File: config.mk
export PLATFORM = sky130hd
export DESIGN_NAME = onehot_reg_file
export DESIGN_NICKNAME = d
export VERILOG_FILES = /design/src/rtl/onehot_reg_file.sv
export SDC_FILE = /design/constraint.sdc
export NUM_CORES = 1
export LEC_CHECK = 0
export CORE_ASPECT_RATIO = 0.7
export CORE_MARGIN = 2
export CORE_UTILIZATION = 55
export CTS_BUF_LIST = sky130_fd_sc_hd__clkbuf_8
export DETAILED_ROUTE_END_ITERATION = 7
export PLACE_DENSITY = 0.89
export SYNTH_ARGS = -nofsm -noshare
export SYNTH_HDL_FRONTEND = slang
export SYNTH_SLANG_ARGS = --single-unit
File: constraint.sdc
create_clock -name clk -period 2.1 [get_ports clk]
set_input_delay 0.63 -clock clk [delete_from_list [all_inputs] [get_ports clk]]
set_output_delay 0.63 -clock clk [all_outputs]
set_load 0.005 [all_outputs]
File: src/rtl/onehot_reg_file.sv
// onehot_reg_file: eight-entry register bank written through a one-hot select,
// with two registered read ports, write-through bypass and malformed-select flagging.
module onehot_reg_file #(
    parameter int WIDTH = 8,
    parameter int CNT_W = 8
) (
    input  logic             clk,
    input  logic             rst_n,
    input  logic             wr_en,
    input  logic [7:0]       wr_sel,
    input  logic [WIDTH-1:0] wr_data,
    input  logic [2:0]       rd_addr_a,
    input  logic [2:0]       rd_addr_b,
    output logic [WIDTH-1:0] rd_data_a,
    output logic [WIDTH-1:0] rd_data_b,
    output logic             sel_err,
    output logic             err_sticky,
    output logic [CNT_W-1:0] wr_count
);
    logic [WIDTH-1:0] regs [8];
    logic             wr_ok;
    logic             wr_bad;
    assign wr_ok  = wr_en && $onehot(wr_sel);
    assign wr_bad = wr_en && !$onehot(wr_sel);
    always_ff @(posedge clk or negedge rst_n) begin
        if (!rst_n) begin
            for (int i = 0; i < 8; i++) regs[i] <= '0;
            rd_data_a  <= '0;
            rd_data_b  <= '0;
            sel_err    <= 1'b0;
            err_sticky <= 1'b0;
            wr_count   <= '0;
        end else begin
            for (int i = 0; i < 8; i++) if (wr_ok && wr_sel[i]) regs[i] <= wr_data;
            // a same-cycle accepted write to the addressed register wins over stored contents
            rd_data_a  <= (wr_ok && wr_sel[rd_addr_a]) ? wr_data : regs[rd_addr_a];
            rd_data_b  <= (wr_ok && wr_sel[rd_addr_b]) ? wr_data : regs[rd_addr_b];
            sel_err    <= wr_bad;
            err_sticky <= err_sticky | wr_bad;
            if (wr_ok) wr_count <= wr_count + 1'b1;
        end
    end
endmodule

==> reports/qor.csv <==
stage,metric,value,unit
run_status,run_status,finished with violations,
run_status,violations,setup timing,
setup_path,slowest_stage,fa_2,
sta,rsz0062_at_grt,yes,
sta,skew,4.442,ps
clock_tree,holdBufCountCts,0,
sta,tightestPinTransition,519.8,ps
floorplan,initial_core_util,0.5658,
min_path,holdCritPathClass,in2async,
clock_tree,cts_tree,yes,
layout,final_core_util,0.7653,
setup_path,path_cells,buf_8 -> inv_4 -> fa_1 -> fa_1 -> fa_1 -> inv_1 -> ha_2 -> inv_2 -> fa_2 -> nand3_4 -> buf_6 -> nor3_4 -> buf_6 -> mux2_4,
clock_tree,htree_levels,3,
synth,ys_seq_area_frac,0.4734,
clock_tree,clk_pin_slew,80,ps
synth,synth.distinct_cells,29,
setup_path,crit_path_end_kind,register,
sta,drv_slew,0,
clock_tree,numCtsBuffers,9,
sta,hold_viol,0,
power,finalPower,0.007728,W
layout,diodes,0,
clock_tree,clockBufferDepth,2,
route,drtPass1Iterations,7,
floorplan,die_h,81.81,um
global_routing,grt_max_degree,91,
route,wl,12870,um
setup_path,cp.arrival,4210,ps
sta,fin_ws,-1851,ps
setup_path,path_buf_inv,6,
synth,syn_inst,294,
clock_tree,clk_latency,370,ps
global_routing,grt_pass1_wl,20060,um
placement,gp_congestion,0.8046,
global_routing,grt_usage,0.2930,
flow_run,max_cap_viol_count,0,
synth,syn_nets,327,
floorplan,core_region_area,8408,um2
layout,fillers,478,
placement,hpwlAfterDp,7846,um
layout,multi_input_area,2858,um2
setup_path,cp_max_fo,8,
floorplan,io_pins,51,
synth,avgSynthCellArea,16.18,um2
sta,relSlewSlack,0.6461,
clock_tree,ctsRootBufferMaster,clkbuf_8,
power,peakVddDrop,771.5,uV
route,ant_nets,0,
floorplan,die_w,115.2,um
power,p_leak,2.841,nW
setup_path,startpoint_type,input port,
global_routing,grt-ovfl-total,0,
sta,finalCritPeriodShare,1.881,
sta,period_minus_slack,3951,ps
synth,ys.warnings.count,0,
placement,port_buffers,50,
floorplan,rows,28,
layout,nNetsFinal,427,
synth,synth.area.top_cells,"dfrtp_1 (47%), mux2_2 (23%), mux4_2 (17%)",
synth,yosys.area.top_type,dfrtp_1,
global_routing,antenna_found_initial,0,
synth,syn-cell-area,4757,um2
route,vias,3148,
synth,ys_seq_elements,90,
setup_path,cp_top_family,adder cells,
sta,clock.fmax,253.1,MHz
route,first_iter_violations,184,
setup_path,crit_top_cell,fa_1,
setup_path,critPathKind,in2reg,
floorplan,dieArea,9421,um2
synth,synth_top_area_frac,0.4734,
route,drc,0,
power,power_density,1201,nW/um2
setup_path,cp.required,2360,ps
global_routing,grt_pass1_vias,3505,
layout,seq_area,2252,um2
layout,area.growth.synth_to_final,35.27,%
layout,drive_gt1_frac,0.5754,
sta,setup_viol,90,
clock_tree,cts_sinks,90,
setup_path,max_stage_delay,600,ps
route,wl_per_cell,25.58,um
route,vias_per_cell,6.258,
## cells in the mapped netlist
cell type  count
buf_4          6
mux4_2        36
nor3b_2        1
nor2_1         2
nor3_2         7
xor2_1         7
and4bb_2       1
nor4b_1        3
nand3_2        1
nand4_1        2
buf_1          1
mux2i_2        1
mux2i_1        2
o21a_1         1
inv_1         13
nor3_1         1
nand3_1        2
fa_1           4
a211oi_1       1
nor3b_1        1
clkbuf_1       2
buf_6          2
dfrtp_1       90
clkbuf_8       1
nand2_1        2
mux2_2        97
ha_1           4
or2_2          1
nor3_4         2
## cells in the final DEF (no fill, tap or decap), drive strengths merged
cell type      netlist  routed
buf                  9      53
nand4                2       2
nor3                10      10
nor4b                3       3
and4bb               1       1
o21a                 1       1
fa                   4       4
mux2i                3       4
ha                   4       4
clkdlybuf4s50        0      45
mux4                36      36
clkbuf               3       9
nor2                 2       2
dfrtp               90      90
mux2                97      97
clkinv               0       2
nand3                3       4
nand2                2       2
xor2                 7       7
or2                  1       1
clkinvlp             0       1
dlymetal6s2s         0       1
inv                 13      16
nor3b                2       2
a211oi               1       1
## layout make-up
| class | instances | share of cell area |
|---|---|---|
| multi-input cells | 181 | 0.4441 |
| flip-flops and latches | 90 | 0.3500 |
| repair buffers | 99 | 0.1534 |
| well taps | 105 | 0.02042 |
| clock buffers | 9 | 0.01925 |
| inverters | 13 | 0.008361 |
| clock inverters | 6 | 0.004472 |
## metrics by stage
step	hold WS, ps	TNS [ps]	instance area (um2)	setup slack, ps	instances
final	262.1	-158600	6435	-1851	503
after global routing	313.1	-164750	6435	-1899	503
after CTS	304.0	-165360	6320	-1906	503
after detailed placement	454.3	-232820	5753	-2669	482
after global placement	450.9	-223740	5753	-2572	482
after floorplan	334.4	-176230	4840	-2040	294
## report_power, final
group	leakage [nW]	switching [W]	internal [W]
Clock	0.0887	0.000603	0.000407
Combinational	1.65	0.00115	0.00239
Sequential	1.11	0.000654	0.00253
Total	2.84	0.00241	0.00532
## cell families (layout without fill, tap and decap cells)
kind of cell | Yosys count | after routing | synth area share
AO/OA/AOI/OAI | 2 | 2 | 0.003157
XOR/XNOR | 7 | 7 | 0.01289
adder cells (fa/ha/maj) | 8 | 8 | 0.02736
buffers and inverters | 25 | 127 | 0.02972
flip-flops | 90 | 90 | 0.4734
multiplexers | 136 | 137 | 0.4072
AND/OR/NAND/NOR | 26 | 27 | 0.04629
## final timing paths
path,cells past startpoint,from,slack (ps),to
max in group asynchronous,2,rst_n,1440,regs[49]
min in group clk,1,err_sticky,490,err_sticky
min reg2reg,1,err_sticky,490,err_sticky
max reg2reg,3,regs[32],500,rd_data_a[0]
min,2,rst_n,260,regs[12]
max,14,wr_sel[0],-1850,regs[26]
## registers in the layout, summed over array words and instances (netlist names)
signal	flops
err_sticky	1
rd_data_a	8
regs	64
wr_count	8
rd_data_b	8
sel_err	1
## what timing repair did
item,in CTS,in global routing
endpoints found under the setup margin,90,90
gates cloned,2,0
pin swaps,22,13
gates resized for setup,104,31
endpoints found under the hold margin,0,0
setup buffers,5,1
## routing by layer
metal  wire (um)  GRT usage
met1        5448     0.3830
met2        6556     0.4976
met3         592    0.06642
met4         267    0.09157
met5           0          0
Power figures use the tool's default switching activity.
